**src/rtl/tx_sequence_emitter.sv**
```systemverilog
// -----------------------------------------------------------------------------
// tx_sequence_emitter
//
// Purpose:
//   Emits one PRBS-spread carrier burst per transmission request. Each
//   transmission is CHIPS chips of a 9-bit Fibonacci LFSR (x^9 + x^5 + 1),
//   SAMPLES_PER_CHIP DAC samples per chip. Sample k is
//   carrier[k mod 4] * sign, where carrier = {0, +AMPLITUDE, 0, -AMPLITUDE}
//   and sign is +1 for chip 1 and -1 for chip 0. One sample is produced per
//   DAC strobe (inew_sample_trigger). A completion flag is raised at the end
//   and held until the consumer acknowledges it.
//
// Optional feature:
//   TX_GUARD_SILENCE_EN - when defined, GUARD_SAMPLES zero-valued samples are
//   emitted after the burst (o_busy stays high) before completion. When not
//   defined, the burst goes straight to completion and GUARD_SAMPLES is unused.
//
// Parameters:
//   CHIPS            PRBS chips per transmission
//   SAMPLES_PER_CHIP samples per chip, nonzero multiple of 4
//   AMPLITUDE        peak carrier value (signed 16-bit range)
//   GUARD_SAMPLES    zero-sample tail length (guard build only)
//
// Ports:
//   ctx_clk             clock
//   rtx_rst             asynchronous active-high reset (release is synchronous)
//   etx_en              enable; low aborts to IDLE and clears all outputs
//   inew_sample_trigger one-cycle DAC sample strobe
//   icurrent_time       free-running timestamp
//   istart              transmission request, honoured in IDLE only
//   iseq_sel            sequence index, latched with istart
//   iresult_acquired    acknowledges (clears) o_trigger_done
//   o_sample            signed DAC sample
//   o_sample_valid      one-cycle pulse per new o_sample
//   o_busy              high in ARM, SEND or GUARD
//   o_seq               latched sequence index
//   o_time_start        timestamp of the first emitted sample
//   o_trigger_done      transmission-complete flag
// -----------------------------------------------------------------------------
module tx_sequence_emitter #(
  parameter int CHIPS            = 511,
  parameter int SAMPLES_PER_CHIP = 4,
  parameter int AMPLITUDE        = 8000,
  parameter int GUARD_SAMPLES    = 1000
) (
  input  logic               ctx_clk,
  input  logic               rtx_rst,
  input  logic               etx_en,
  input  logic               inew_sample_trigger,
  input  logic [31:0]        icurrent_time,
  input  logic               istart,
  input  logic [3:0]         iseq_sel,
  input  logic               iresult_acquired,
  output logic signed [15:0] o_sample,
  output logic               o_sample_valid,
  output logic               o_busy,
  output logic [3:0]         o_seq,
  output logic [31:0]        o_time_start,
  output logic               o_trigger_done
);

  // ---------------------------------------------------------------------------
  // Sizing
  // ---------------------------------------------------------------------------
  localparam int TX_SAMPLES = CHIPS * SAMPLES_PER_CHIP;

`ifdef TX_GUARD_SILENCE_EN
  localparam int CNT_MAX      = (TX_SAMPLES > GUARD_SAMPLES) ? TX_SAMPLES : GUARD_SAMPLES;
  localparam bit GUARD_ACTIVE = (GUARD_SAMPLES > 0);
`else
  // The guard length has no influence on sizing when the tail is not built.
  localparam int CNT_MAX      = TX_SAMPLES + 0 * GUARD_SAMPLES;
`endif

  // One sample counter serves both the burst and the guard tail; it is sized
  // so that its largest terminal value fits and it never wraps.
  localparam int CNT_W = $clog2(CNT_MAX + 1);
  localparam int PH_W  = $clog2(SAMPLES_PER_CHIP);

  localparam logic [CNT_W-1:0] TX_LAST = CNT_W'(TX_SAMPLES - 1);
  localparam logic [PH_W-1:0]  PH_LAST = PH_W'(SAMPLES_PER_CHIP - 1);
`ifdef TX_GUARD_SILENCE_EN
  localparam logic [CNT_W-1:0] GUARD_LAST = CNT_W'((GUARD_SAMPLES > 0) ? GUARD_SAMPLES - 1 : 0);
`endif

  localparam logic signed [15:0] AMP_POS = 16'(AMPLITUDE);
  localparam logic signed [15:0] AMP_NEG = 16'(-AMPLITUDE);

  localparam logic [8:0] LFSR_RESET = 9'h001;

  // ---------------------------------------------------------------------------
  // FSM encoding
  // ---------------------------------------------------------------------------
  localparam logic [2:0] ST_IDLE  = 3'd0;
  localparam logic [2:0] ST_ARM   = 3'd1;
  localparam logic [2:0] ST_SEND  = 3'd2;
  localparam logic [2:0] ST_DONE  = 3'd3;
`ifdef TX_GUARD_SILENCE_EN
  localparam logic [2:0] ST_GUARD = 3'd4;
`endif

  // ---------------------------------------------------------------------------
  // State
  // ---------------------------------------------------------------------------
  logic [2:0]         state_reg,  state_next;
  logic [8:0]         lfsr_reg,   lfsr_next;
  logic [CNT_W-1:0]   cnt_reg,    cnt_next;
  logic [PH_W-1:0]    phase_reg,  phase_next;
  logic signed [15:0] sample_reg, sample_next;
  logic               valid_reg,  valid_next;
  logic [3:0]         seq_reg,    seq_next;
  logic [31:0]        time_reg,   time_next;
  logic               done_reg,   done_next;

  // ---------------------------------------------------------------------------
  // Carrier table {0, +A, 0, -A}
  // ---------------------------------------------------------------------------
  logic signed [15:0] carrier [4];

  genvar gi;
  generate
    for (gi = 0; gi < 4; gi++) begin : g_carrier
      if (gi == 1) begin : g_pos
        assign carrier[gi] = AMP_POS;
      end else if (gi == 3) begin : g_neg
        assign carrier[gi] = AMP_NEG;
      end else begin : g_zero
        assign carrier[gi] = '0;
      end
    end
  endgenerate

  // Burst sample for the current index. SAMPLES_PER_CHIP is a multiple of 4,
  // so the low two bits of the transmission-wide index select the carrier
  // phase directly.
  logic signed [15:0] carrier_val;
  logic signed [15:0] chip_sample;
  logic [8:0]         lfsr_step;

  always_comb begin
    carrier_val = carrier[cnt_reg[1:0]];
    chip_sample = lfsr_reg[8] ? carrier_val : -carrier_val;
  end

  // x^9 + x^5 + 1: feedback from bits 8 and 4, shifted in at the bottom.
  assign lfsr_step = {lfsr_reg[7:0], lfsr_reg[8] ^ lfsr_reg[4]};

  // ---------------------------------------------------------------------------
  // Next-state logic
  // ---------------------------------------------------------------------------
  always_comb begin
    state_next  = state_reg;
    lfsr_next   = lfsr_reg;
    cnt_next    = cnt_reg;
    phase_next  = phase_reg;
    sample_next = '0;
    valid_next  = 1'b0;
    seq_next    = seq_reg;
    time_next   = time_reg;
    done_next   = done_reg;

    // The acknowledge is applied first so that a set in DONE below overrides it.
    if (iresult_acquired) begin
      done_next = 1'b0;
    end

    case (state_reg)
      ST_IDLE: begin
        if (istart) begin
          state_next = ST_ARM;
          seq_next   = iseq_sel;
          // The low seed bits are constant-nonzero, so the LFSR never locks up.
          lfsr_next  = {iseq_sel, 5'b10101};
          cnt_next   = '0;
          phase_next = '0;
        end
      end

      // The strobe that moves ARM to SEND also produces sample 0 and defines
      // the transmission timestamp.
      ST_ARM, ST_SEND: begin
        sample_next = sample_reg;
        if (inew_sample_trigger) begin
          valid_next  = 1'b1;
          sample_next = chip_sample;
          if (state_reg == ST_ARM) begin
            time_next = icurrent_time;
          end

          if (phase_reg == PH_LAST) begin
            phase_next = '0;
            lfsr_next  = lfsr_step;
          end else begin
            phase_next = phase_reg + PH_W'(1);
          end

          if (cnt_reg == TX_LAST) begin
            cnt_next = '0;
`ifdef TX_GUARD_SILENCE_EN
            state_next = GUARD_ACTIVE ? ST_GUARD : ST_DONE;
`else
            state_next = ST_DONE;
`endif
          end else begin
            cnt_next   = cnt_reg + CNT_W'(1);
            state_next = ST_SEND;
          end
        end
      end

`ifdef TX_GUARD_SILENCE_EN
      // Silent tail: strobes still produce valid pulses, with zero samples.
      ST_GUARD: begin
        if (inew_sample_trigger) begin
          valid_next = 1'b1;
          if (cnt_reg == GUARD_LAST) begin
            cnt_next   = '0;
            state_next = ST_DONE;
          end else begin
            cnt_next = cnt_reg + CNT_W'(1);
          end
        end
      end
`endif

      ST_DONE: begin
        done_next  = 1'b1;
        state_next = ST_IDLE;
      end

      default: begin
        state_next = ST_IDLE;
      end
    endcase

    // Disable overrides everything: abort with no completion flag.
    if (!etx_en) begin
      state_next  = ST_IDLE;
      lfsr_next   = LFSR_RESET;
      cnt_next    = '0;
      phase_next  = '0;
      sample_next = '0;
      valid_next  = 1'b0;
      seq_next    = '0;
      time_next   = '0;
      done_next   = 1'b0;
    end
  end

  // ---------------------------------------------------------------------------
  // Registers
  // ---------------------------------------------------------------------------
  always_ff @(posedge ctx_clk or posedge rtx_rst) begin
    if (rtx_rst) begin
      state_reg  <= ST_IDLE;
      lfsr_reg   <= LFSR_RESET;
      cnt_reg    <= '0;
      phase_reg  <= '0;
      sample_reg <= '0;
      valid_reg  <= 1'b0;
      seq_reg    <= '0;
      time_reg   <= '0;
      done_reg   <= 1'b0;
    end else begin
      state_reg  <= state_next;
      lfsr_reg   <= lfsr_next;
      cnt_reg    <= cnt_next;
      phase_reg  <= phase_next;
      sample_reg <= sample_next;
      valid_reg  <= valid_next;
      seq_reg    <= seq_next;
      time_reg   <= time_next;
      done_reg   <= done_next;
    end
  end

  // ---------------------------------------------------------------------------
  // Outputs
  // ---------------------------------------------------------------------------
  assign o_sample       = sample_reg;
  assign o_sample_valid = valid_reg;
  assign o_seq          = seq_reg;
  assign o_time_start   = time_reg;
  assign o_trigger_done = done_reg;

`ifdef TX_GUARD_SILENCE_EN
  assign o_busy = (state_reg == ST_ARM) || (state_reg == ST_SEND) || (state_reg == ST_GUARD);
`else
  assign o_busy = (state_reg == ST_ARM) || (state_reg == ST_SEND);
`endif

endmodule

```
**config.mk**
```make
export PLATFORM = sky130hd
export DESIGN_NAME = tx_sequence_emitter
export DESIGN_NICKNAME = d
export VERILOG_FILES = /design/src/rtl/tx_sequence_emitter.sv
export SDC_FILE = /design/constraint.sdc
export NUM_CORES = 1
export LEC_CHECK = 0
export ABC_AREA = 1
export BUFFER_PORTS_ARGS = -buffer_cell sky130_fd_sc_hd__buf_2
export CAP_MARGIN = 5
export CORE_MARGIN = 2
export CORE_UTILIZATION = 45
export DETAILED_ROUTE_END_ITERATION = 6
export PLACE_DENSITY = 0.86
export RECOVER_POWER = 50
export SYNTH_ARGS = -nofsm -noshare
export SYNTH_HDL_FRONTEND = slang
export SYNTH_SLANG_ARGS = --single-unit
```
**constraint.sdc**
```tcl
create_clock -name ctx_clk -period 1.64 [get_ports ctx_clk]
set_input_delay 0.082 -clock ctx_clk [delete_from_list [all_inputs] [get_ports ctx_clk]]
set_output_delay 0.082 -clock ctx_clk [all_outputs]
set_load 0.005 [all_outputs]
```
### Yosys cells after proc, flatten, opt, wreduce, memory -nomap -nowiden

Cells that the tools add are included.

* register bits after elaboration: 79
* word-level logic and storage cells: 78

* bitwise gates (word level): 2
* add/subtract/negate cells: 3
* reduce and logical (&&, ||, !) cells: 8
* eq/ne operators: 15
* magnitude comparators: 1
* mux-type cells: 40

Operator list (number)
* $mux 32: 4
* $mux 16: 6
* $mux 11: 4
* $mux 9: 4
* $bmux 16 s2: 1
* $pmux 11 s2: 1
* $pmux 9 s2: 1
* $neg 16->16: 1
* $mux 4: 3
* $add 11x1->11 const B: 1
* $eq 11x11->1 const B: 1
* $ne 2x1->1 const B: 5
* $mux 3: 3
* $ne 3x3->1 const B: 3
* $mux 2: 4
* $mux 1: 7
* $eq 3x2->1 const B: 2
* $ne 3x1->1 const B: 2
* $pmux 3 s2: 1
* $reduce_and 3->1: 2
* $pmux 2 s2: 1
* $reduce_and 2->1: 2
* $reduce_and 4->1: 1
* $eq 3x1->1 const B: 1
* 8 further kinds: 8

### Longest topological paths before layout

Gate-level depths: netlist of run 1.

* word-level depth: 9
* mapped depth: 10

### Worst setup path before layout of run 1

No wires, ideal clock.

* path type: flip-flop to flip-flop
* start point: register state_reg[0]
* end point: register cnt_reg[3]
* clock period less this slack: 1553 ps
* path buffers: 0
* stages on the path, launching flop included: 10
* arrival time: 1435 ps
* required time: 1522 ps
* library setup time: 118 ps
* path slack: 87 ps
* cells stage by stage: dfrtp_1 > inv_1 > ha_1 > inv_1 > nand3_2 > inv_1 > nor2_8 > nand2_2 > inv_1 > nor2_1

* word-level cells in the longest chain between the ends: 4
* elaborated cells between the ends (all ways): 10
* those cells by class: eq/ne (5); mux (2); reduce/logical (3)

RTL lines
* from (decl): line 105 `logic [2:0] state_reg, state_next;`
* from (signal assigned): line 265 `state_reg <= state_next;`
* $eq 3x1->1 / $eq 3x2->1 (equally long branches): line 167 `case (state_reg)`
* $reduce_or 2->1: line 167
* $ne 3x1->1 (no line), or another cell as far along
* $reduce_and 3->1 (no line) / $mux 11 (equally long branches)
* to (signal assigned): line 267 `cnt_reg <= cnt_next;`
* to (decl): line 107 `logic [CNT_W-1:0] cnt_reg, cnt_next;`

Several ways; a longest one is shown, not always the timed one.
A chain may end at the register's enable or synchronous reset.

### Worst setup path in the final report of run 1

* start point: register state_reg[1]
* end point: register lfsr_reg[3]

* word-level cells in the longest chain between the ends: 4
* elaborated cells between the ends (all ways): 11
* those cells by class: eq/ne (6); mux (2); reduce/logical (3)

RTL lines
* $eq 3x1->1 / $eq 3x2->1 (equally long branches): line 167
* $reduce_or 2->1: line 167
* $ne 3x1->1 (no line), or another cell as far along
* $reduce_and 4->1 (no line) / $mux 9 (equally long branches)
* to (signal assigned): line 266 `lfsr_reg <= lfsr_next;`
* to (decl): line 106 `logic [8:0] lfsr_reg, lfsr_next;`

Several ways; a longest one is shown, not always the timed one.

==> flow_metrics.env, run 1 <==
export IMPL_synthDistinctLibCells=28
export IMPL_num_antenna_cells=0
export IMPL_pwr_share_seq_pct=32.2
export IMPL_via_per_inst=5.125
export IMPL_multi_input_area_um2=1349
export IMPL_clock_sinks=65
export IMPL_area_growth_pct=36.32
export IMPL_dp_hpwl_mm=5.176
export IMPL_synth_edf_count=0
export IMPL_timing_hold_ws_ns=-0.002499
export IMPL_swShare_pct=36.10
export IMPL_status="complete, but fails checks"
export IMPL_port_buffers=90
export IMPL_max_cap_violations=0
export IMPL_die_h_um=88.47
export IMPL_ys_seq_area_share_pct=50.70
export IMPL_post_route_util_pct=64.07
export IMPL_grt_pass1_vias=2814
export IMPL_post_route_min_period_ns=1.651
export IMPL_num_vias=3167
export IMPL_dieWidth_um=88.47
export IMPL_core_area_um2=6832
export IMPL_hold_viol=1
export IMPL_initial_core_util_pct=47.00
export IMPL_register_area_um2=1629
export IMPL_layout_drive_gt1_share_pct=28.16
export IMPL_routabilityCongestion=0.8869
export IMPL_p_leak_nw=2.222
export IMPL_synthCells=389
export IMPL_grt_usage_pct=20.97
export IMPL_wl_per_cell_um=14.42
export IMPL_drv_slew=0
export IMPL_ys_flop_type="dfrtp_1"
export IMPL_max_slew_margin_pct=42.04
export IMPL_p_sw_mw=2.315
export IMPL_die_area_um2=7826
export IMPL_finClkSkew_ns=0.01105
export IMPL_clk_path_buf_depth=2
export IMPL_post_dp_cell_area_um2=3781
export IMPL_synth_warnings=0
export IMPL_end_kind="register"
export IMPL_wl_mm=8.909
export IMPL_tightest_slew_ns=0.8695
export IMPL_worstSetupPathType="reg2reg"
export IMPL_cts_root_buf="clkbuf_8"
export IMPL_route_top_layer_used="met4"
export IMPL_drc=0
export IMPL_dp_slack_ns=-0.01688
export IMPL_nNetsFinal=565
export IMPL_r2r_cells=9
export IMPL_io_pins=97
export IMPL_setup_violations=2
export IMPL_drtAntennaViolNets=0
export IMPL_failed_checks="hold timing, setup timing"
export IMPL_drtIter0Drc=350
export IMPL_hold_class="in2reg"
export IMPL_rows=30
export IMPL_dr_wl_met3_um=615
export IMPL_wl_met2_mm=4.482
export IMPL_power_frac_comb_pct=39.3
export IMPL_worstPathRequired_ns=1.87
export IMPL_avgSynthCellArea_um2=8.253
export IMPL_grt_ovfl_total=0
export IMPL_largest_reg_flops=32
export IMPL_hold_depth=3
export IMPL_ys_ff_latch=65
export IMPL_timing_final_ws_setup_ns=-0.01139
export IMPL_finalCritPeriodShare_pct=100.7
export IMPL_grt_max_degree=66
export IMPL_antenna_found_initial=0
export IMPL_dr_pass1_iters=5
export IMPL_cts_max_level=3
export IMPL_p_per_area_nw_per_um2=1465
export IMPL_fin_area_um2=4377
export IMPL_insertion_delay_ns=0.35
export IMPL_syn_area_um2=3211
export IMPL_start_kind="register"
export IMPL_clk_pin_slew_ns=0.08
export IMPL_cts_tree="yes"
export IMPL_clkPwrFrac_pct=28.5
export IMPL_critPathMaxFanout=6
export IMPL_intPower_mw=4.098
export IMPL_max_freq_mhz=605.6
export IMPL_grt_pass1_wl_mm=12.68
export IMPL_wl_met1_mm=3.566
export IMPL_nFillCells=537
export IMPL_peakVddDrop_mv=0.7145
export IMPL_cp_arrival_ns=1.88
export IMPL_async_reset_ff_share_pct=100.0
export IMPL_numCtsBuffers=9
final timing paths:
path | from | to | slack, ns
max | state_reg[1] | lfsr_reg[3] | -0.01
min | iseq_sel[0] | o_seq[0] | -0.002
min in group asynchronous | rtx_rst | o_seq[1] | 0.59
min reg2reg | lfsr_reg[0] | lfsr_reg[0] | 0.47
max reg2reg | state_reg[1] | lfsr_reg[3] | -0.01
max in group asynchronous | rtx_rst | cnt_reg[1] | 0.43
what timing repair did:
action	CTS	global route
cloned	0	2
resized for setup	0	12
hold buffers	25	0
endpoints found under the hold margin	88	0
setup buffers	2	3
setup endpoints to repair	2	22
pin swaps	1	4
power groups by stage:
stage          clock network, mW  registers (mW)  logic, mW
2_1_floorplan                  0            2.09       1.33
3_3_place_gp                   0            2.07       1.97
3_5_place_dp                   0            2.08       2.05
4_1_cts                     1.83            2.05       2.16
5_1_grt                     1.92            2.09       2.73
6_report                    1.82            2.07       2.52
through the flow:
step | power [mW] | std cells | setup TNS (ns)
after CTS | 6.045 | 613 | 0
after global placement | 4.039 | 570 | 0
after detailed placement | 4.131 | 570 | -0.01688
after floorplan | 3.417 | 394 | 0
after global routing | 6.746 | 618 | -0.3600
final | 6.413 | 618 | -0.01795
cell usage after synthesis (3+ instances only):
library cell  count  area (um2)
buf_4            13       97.59
ha_1              6       75.07
buf_2             8       40.04
dfrtp_1          64        1602
inv_1            35       131.4
o21ai_0          39       195.2
o21ai_2           3       26.28
clkbuf_1          3       11.26
nand2_1         110       412.9
nand3_1          38       190.2
nand2_2           3       18.77
nor2_1           20       75.07
a21oi_1          22       110.1
nor3_1            6       30.03
cells by family after synthesis:
family          Yosys count  share of synthesized area (%)
other cells               1                         0.1168
flops                    65                          50.70
buf+inv                  64                          9.860
compound gates           67                          10.99
simple gates            186                          25.99
fa+ha+maj                 6                          2.338
placed cells by master, fill, tap and decap left out, drive strengths merged, types with 6 or more instances in the layout:
cell / synthesis / final
a21oi: 22 / 22
buf: 24 / 99
clkbuf: 3 / 22
conb: 1 / 6
dfrtp: 64 / 64
dlygate4sd3: 0 / 25
ha: 6 / 6
inv: 36 / 34
nand2: 113 / 113
nand3: 41 / 42
nor2: 25 / 26
nor3: 6 / 6
o21ai: 44 / 44
worst max-delay path: stages (launching register included):
cell     delay [ns]
dfrtp_1        0.37
inv_1          0.09
ha_4           0.31
buf_4          0.13
nand2_2        0.11
nor2_4         0.19
nor2_8         0.06
buf_4          0.14
nand3_1        0.05
o21ai_0        0.08
cell type report:
type	count	area share [%]
multi-input cells	267	30.82
clock inverters	7	3.259
flip-flops and latches	65	37.22
clock buffers	9	2.830
inverters	37	3.402
well taps	96	2.744
repair buffers	137	19.73
routing by layer:
layer / GRT usage, % / vias up
met2: 36.09 / 150
li1: - / 1489
met1: 25.14 / 1497
met4: 8.402 / 0
met5: 0 / -
met3: 5.410 / 31
No activity file was read; power rests on OpenSTA's default activity.
==> inputs of run 2 (changes only) <==
--- a/config.mk
+++ b/config.mk
@@ -7,3 +7,2 @@
 export LEC_CHECK = 0
-export ABC_AREA = 1
 export BUFFER_PORTS_ARGS = -buffer_cell sky130_fd_sc_hd__buf_2
==> constraint.sdc (replaced) <==
create_clock -name ctx_clk -period 1.64 [get_ports ctx_clk]
set_input_delay 0.164 -clock ctx_clk [delete_from_list [all_inputs] [get_ports ctx_clk]]
set_output_delay 0.164 -clock ctx_clk [all_outputs]
set_load 0.05 [all_outputs]
==> flow_metrics.env, run 2 <==
export IMPL_status="complete, but fails checks"
export IMPL_failed_checks="setup timing"
export IMPL_async_reset_ff_share_pct=100.0
export IMPL_slowest_stage="or4_4"
export IMPL_cts_root_buf="clkbuf_8"
export IMPL_synth_edf_count=0
export IMPL_synthDistinctLibCells=35
export IMPL_r2r_cells=7
export IMPL_use_met2_pct=35.40
export IMPL_grt_pass1_wl_mm=12.49
export IMPL_wl_per_cell_um=15.23
export IMPL_core_area_um2=6794
export IMPL_ys_ff_latch=65
export IMPL_cpPeakStageDelay_ns=0.51
export IMPL_grt_max_degree=66
export IMPL_busiest_layer="met2"
export IMPL_synthCells=337
export IMPL_final_cells=550
export IMPL_post_route_util_pct=63.22
export IMPL_setup_violations=23
export IMPL_finalCritPeriodShare_pct=117.4
export IMPL_tns_ns=-4.221
export IMPL_nFillCells=534
export IMPL_dr_pass1_iters=5
export IMPL_mostFrequentLayoutCell="nand2_1"
export IMPL_post_route_min_period_ns=1.926
export IMPL_worstPathRequired_ns=1.91
export IMPL_max_freq_mhz=519.2
export IMPL_via_per_inst=5.225
export IMPL_dp_slack_ns=-0.2442
export IMPL_avgSynthCellArea_um2=9.326
export IMPL_port_buffers=90
export IMPL_tightest_slew_ns=0.8861
export IMPL_path_cells="inv_2 -> ha_4 -> buf_12 -> nor2_4 -> o31a_1 -> or4_4 -> a21oi_2"
export IMPL_p_per_area_nw_per_um2=1472
export IMPL_initial_core_util_pct=46.26
export IMPL_drv_slew=0
export IMPL_insertion_delay_ns=0.35
export IMPL_multi_input_area_um2=1493
export IMPL_hold_viol=0
export IMPL_syn_area_um2=3143
export IMPL_worstHoldEndpoint="o_time_start[27]"
export IMPL_path_delay_family="simple AND/OR/NAND/NOR gates"
export IMPL_clock_sinks=65
export IMPL_cp_arrival_ns=2.20
export IMPL_register_area_um2=1628
export IMPL_grt_pass1_vias=2716
export IMPL_synth_top_cell_by_area="dfrtp_1"
export IMPL_dieWidth_um=87.58
export IMPL_rsz0062_at_grt="true"
export IMPL_path_depth=7
export IMPL_die_area_um2=7669
export IMPL_peakVddDrop_mv=0.7211
export IMPL_use_met3_pct=4.336
export IMPL_synth_warnings=0
export IMPL_numCtsBuffers=9
export IMPL_end_kind="register"
export IMPL_drtIter0Drc=172
export IMPL_ys_flop_type="dfrtp_1"
export IMPL_hold_class="in2reg"
export IMPL_max_slew_margin_pct=40.93
export IMPL_hold_depth=3
export IMPL_final_cell_mix="nand2_1, buf_2, dfrtp_1"
export IMPL_yosysMostFrequentCell="nand2_1"
export IMPL_num_antenna_cells=0
export IMPL_worstHoldStart="icurrent_time[27]"
export IMPL_clk_path_buf_depth=2
export IMPL_netlist_area_leader_share_pct=50.96
export IMPL_synth_commonest_cells="nand2_1, dfrtp_1, a21boi_0, o21ai_0, clkbuf_1"
export IMPL_gr_usage_met1_pct=25.58
export IMPL_drtAntennaViolNets=0
export IMPL_wl_mm=8.375
export IMPL_layout_drive_gt1_share_pct=36.56
export IMPL_post_dp_cell_area_um2=3835
export IMPL_rows=30
export IMPL_r2r_slack_ns=-0.29
export IMPL_ys_seq_area_share_pct=51.79
export IMPL_fin_area_um2=4295
export IMPL_die_h_um=87.58
export IMPL_timing_final_ws_setup_ns=-0.2861
export IMPL_synth_area_leaders="dfrtp_1, nand2_1, a21boi_0"
export IMPL_area_growth_pct=36.66
export IMPL_grt_usage_pct=21.12
export IMPL_antenna_found_initial=0
export IMPL_nNetsFinal=497
export IMPL_cts_max_level=3
export IMPL_dp_hpwl_mm=5.057
export IMPL_finClkSkew_ns=0.008373
export IMPL_r2r_end="cnt_reg[7]"
export IMPL_r2r_start="state_reg[0]"
export IMPL_start_kind="register"
export IMPL_worst_path_buf_inv=2
export IMPL_drc=0
export IMPL_dp_cells=525
export IMPL_grt_ovfl_total=0
export IMPL_worstSetupPathType="reg2reg"
export IMPL_io_pins=97
export IMPL_num_vias=2874
export IMPL_routabilityCongestion=0.8309
export IMPL_max_cap_violations=0
export IMPL_largest_reg_flops=32
export IMPL_p_leak_nw=2.010
export IMPL_critPathMaxFanout=5
export IMPL_cts_tree="yes"
export IMPL_clk_pin_slew_ns=0.08
-- run 2: cell type report --
class | instances | share of cell area, %
clock buffers | 10 | 2.971
clock inverters | 6 | 3.204
inverters | 5 | 0.5826
multi-input cells | 243 | 34.75
flip-flops and latches | 65 | 37.90
well taps | 96 | 2.796
repair buffers | 125 | 17.80
-- run 2: layer usage --
metal  vias to the layer above  wire length, um
met3                        15              466
met5                         -                0
met1                      1376             3446
met4                         0              143
li1                       1355                -
met2                       128             4318
-- run 2: worst max-delay path by stage --
stage                 start          end  slack [ns]
4_1_cts        state_reg[1]   cnt_reg[5]       -0.19
3_3_place_gp   state_reg[1]   cnt_reg[9]       -0.20
5_1_grt        state_reg[1]  lfsr_reg[3]       -0.33
2_1_floorplan  state_reg[0]   cnt_reg[5]       -0.28
6_report       state_reg[0]   cnt_reg[7]       -0.29
3_5_place_dp   state_reg[1]   cnt_reg[9]       -0.24
-- run 2: worst reg2reg max path: cells and delay by family (launching register included) --
kind | cells | cell delay (ns)
buf+inv | 2 | 0.15
simple gates | 2 | 0.54
flops | 1 | 0.37
fa+ha+maj | 1 | 0.29
compound gates | 2 | 0.50
-- run 2: cell families (layout without fill, tap and decap cells) --
| kind of cell | count (synthesis) | in the layout | share of synthesized area (%) |
|---|---|---|---|
| XOR/XNOR | 1 | 1 | 0.2787 |
| other | 1 | 6 | 0.1193 |
| flip-flops | 65 | 65 | 51.79 |
| AO/OA/AOI/OAI | 90 | 91 | 18.47 |
| AND/OR/NAND/NOR | 131 | 132 | 18.23 |
| buffers and inverters | 36 | 146 | 6.330 |
| adder cells (fa/ha/maj) | 6 | 6 | 2.388 |
| multiplexers | 7 | 7 | 2.388 |
-- run 2: stage by stage --
stage | hold slack, ns | total power [mW]
final | 0.05433 | 6.321
after global routing | 0.05117 | 6.591
after CTS | 0.03915 | 6.111
after detailed placement | 0.2839 | 4.060
after global placement | 0.2780 | 3.988
after floorplan | 0.3013 | 3.447
-- run 2: power by group --
part / total [mW] / switching, mW / internal [mW]
clock network: 1.84 / 0.661 / 1.18
registers: 2.00 / 0.161 / 1.84
logic: 2.48 / 1.53 / 0.956
-- run 2: what timing repair did --
action	in CTS	in global routing
cloned	2	1
hold buffers	1	0
buffers inserted	3	4
pin swaps	12	6
gates resized for setup	32	29
hold endpoints to repair	64	0
setup endpoints to repair	23	24
==> inputs of run 3 (changes only) <==
Settings changed: SETUP_SLACK_MARGIN set to 0.02.
==> flow_metrics.env, run 3 (synthesis results as in run 2) <==
export IMPL_tightest_slew_ns=0.8757
export IMPL_cpPeakStageDelay_ns=0.39
export IMPL_num_antenna_cells=0
export IMPL_path_cells="inv_2 -> ha_4 -> nor2b_4 -> buf_4 -> o31a_1 -> buf_4 -> o21ai_2 -> o31ai_2"
export IMPL_rows=30
export IMPL_die_area_um2=7669
export IMPL_cts_max_level=3
export IMPL_mostFrequentLayoutCell="nand2_1"
export IMPL_nFillCells=540
export IMPL_post_route_min_period_ns=1.881
export IMPL_post_dp_cell_area_um2=3815
export IMPL_via_per_inst=5.260
export IMPL_grt_pass1_vias=2729
export IMPL_max_cap_violations=0
export IMPL_grt_usage_pct=21.02
export IMPL_insertion_delay_ns=0.33
export IMPL_area_growth_pct=35.59
export IMPL_wl_mm=8.564
export IMPL_hold_class="in2reg"
export IMPL_grt_ovfl_total=0
export IMPL_drv_slew=0
export IMPL_dieWidth_um=87.58
export IMPL_finalCritPeriodShare_pct=114.7
export IMPL_total_power_mw=5.972
export IMPL_io_pins=97
export IMPL_num_vias=2914
export IMPL_max_freq_mhz=531.7
export IMPL_tns_ns=-3.639
export IMPL_multi_input_area_um2=1509
export IMPL_grt_pass1_wl_mm=12.46
export IMPL_die_h_um=87.58
export IMPL_wl_per_cell_um=15.46
export IMPL_status="complete, but fails checks"
export IMPL_peakVddDrop_mv=0.7049
export IMPL_dp_hpwl_mm=5.357
export IMPL_rsz0062_at_grt="true"
export IMPL_p_per_area_nw_per_um2=1401
export IMPL_clock_sinks=65
export IMPL_antenna_found_initial=0
export IMPL_initial_core_util_pct=46.26
export IMPL_core_area_um2=6794
export IMPL_routabilityCongestion=0.8309
export IMPL_cts_tree="yes"
export IMPL_start_kind="register"
export IMPL_clk_pin_slew_ns=0.07
export IMPL_layout_drive_gt1_share_pct=36.90
export IMPL_drc=0
export IMPL_hold_viol=0
export IMPL_cp_arrival_ns=2.10
export IMPL_nNetsFinal=501
export IMPL_grt_max_degree=66
export IMPL_p_leak_nw=2.009
export IMPL_failed_checks="setup timing"
export IMPL_critPathMaxFanout=4
export IMPL_max_slew_margin_pct=41.62
export IMPL_cts_root_buf="clkbuf_8"
export IMPL_clk_path_buf_depth=2
export IMPL_worst_path_buf_inv=3
export IMPL_slowest_stage="dfrtp_1"
export IMPL_drtAntennaViolNets=0
export IMPL_path_common_cell="buf_4"
export IMPL_timing_hold_ws_ns=0.06871
export IMPL_register_area_um2=1628
export IMPL_timing_final_ws_setup_ns=-0.2408
export IMPL_drtIter0Drc=178
export IMPL_numCtsBuffers=9
export IMPL_worstSetupPathType="reg2reg"
export IMPL_port_buffers=90
export IMPL_finClkSkew_ns=0.007072
export IMPL_path_delay_family="compound AO/OA/AOI/OAI gates"
export IMPL_end_kind="register"
export IMPL_fin_area_um2=4262
export IMPL_dr_pass1_iters=5
export IMPL_final_cell_mix="nand2_1, buf_2, dfrtp_1"
export IMPL_setup_violations=22
export IMPL_largest_reg_flops=32
export IMPL_worstPathRequired_ns=1.86
## run 3: changes by cell type in the layout (fill, tap and decap cells not counted), moves of 2 or more
cell,previous run,this run
buf_12,2,0
bufinv_16,4,2
o21ai_1,19,11
a21oi_1,4,6
buf_6,4,7
nor2_2,2,0
buf_4,25,31
clkinv_2,0,2
a21oi_2,4,2
buf_8,3,0
o31ai_2,3,1
inv_6,2,0
o21ai_2,7,13
## run 3: worst paths after layout
check / from / end / slack, ns / cells past startpoint
min: icurrent_time[5] / o_time_start[5] / 0.07 / 3
max in group asynchronous: rtx_rst / phase_reg[1] / 0.38 / 4
min in group asynchronous: rtx_rst / state_reg[0] / 0.69 / 4
min reg2reg: lfsr_reg[0] / lfsr_reg[0] / 0.52 / 2
max: state_reg[1] / cnt_reg[10] / -0.24 / 8
max reg2reg: state_reg[1] / cnt_reg[10] / -0.24 / 8
## run 3: final cells by class
type / count / area share (%)
sequential: 65 / 38.20
multi-input combinational: 242 / 35.41
timing repair buffer: 130 / 17.88
clock buffer: 11 / 3.318
tap: 96 / 2.819
clock inverter: 5 / 1.850
inverter: 5 / 0.5285
## run 3: repair_timing
item / 4_1_cts / 5_1_grt
hold buffers: 1 / 0
resized for setup: 34 / 25
endpoints found under the setup margin: 23 / 24
cloned: 2 / 0
hold endpoints to repair: 64 / 0
pin swaps: 16 / 8
buffers inserted: 9 / 2
## run 3: metrics by stage
step,cells,util [%],setup WS (ns)
2_1_floorplan,342,-,-0.2808
3_3_place_gp,524,56.15,-0.2319
3_5_place_dp,524,56.15,-0.3309
4_1_cts,552,61.57,-0.2336
5_1_grt,554,62.73,-0.2935
6_report,554,62.73,-0.2408
## run 3: layer usage
metal  GRT usage (%)  part of all wire (%)  up-vias  wire, um
met5               0                     0        -         0
met4           10.35                   3.3        0       284
met2           35.67                    51      111      4402
met3           5.938                   4.4       35       378
li1                -                     -     1364         -
met1           24.41                    41     1404      3499
## run 3: where the power goes
| part | switching, mW | internal [mW] | leakage [nW] |
|---|---|---|---|
| Combinational | 1.53 | 0.906 | 1.01 |
| Sequential | 0.192 | 1.84 | 0.887 |
| Clock | 0.603 | 0.895 | 0.113 |
## run 3: worst register-to-register path, delay by kind of cell (launching register included)
family,cells,cell delay (ns)
AOI/OAI and AO/OA,3,0.62
adders and majority gates,1,0.21
buffers and inverters,3,0.40
DFF,1,0.39
and+or+nand+nor,1,0.13
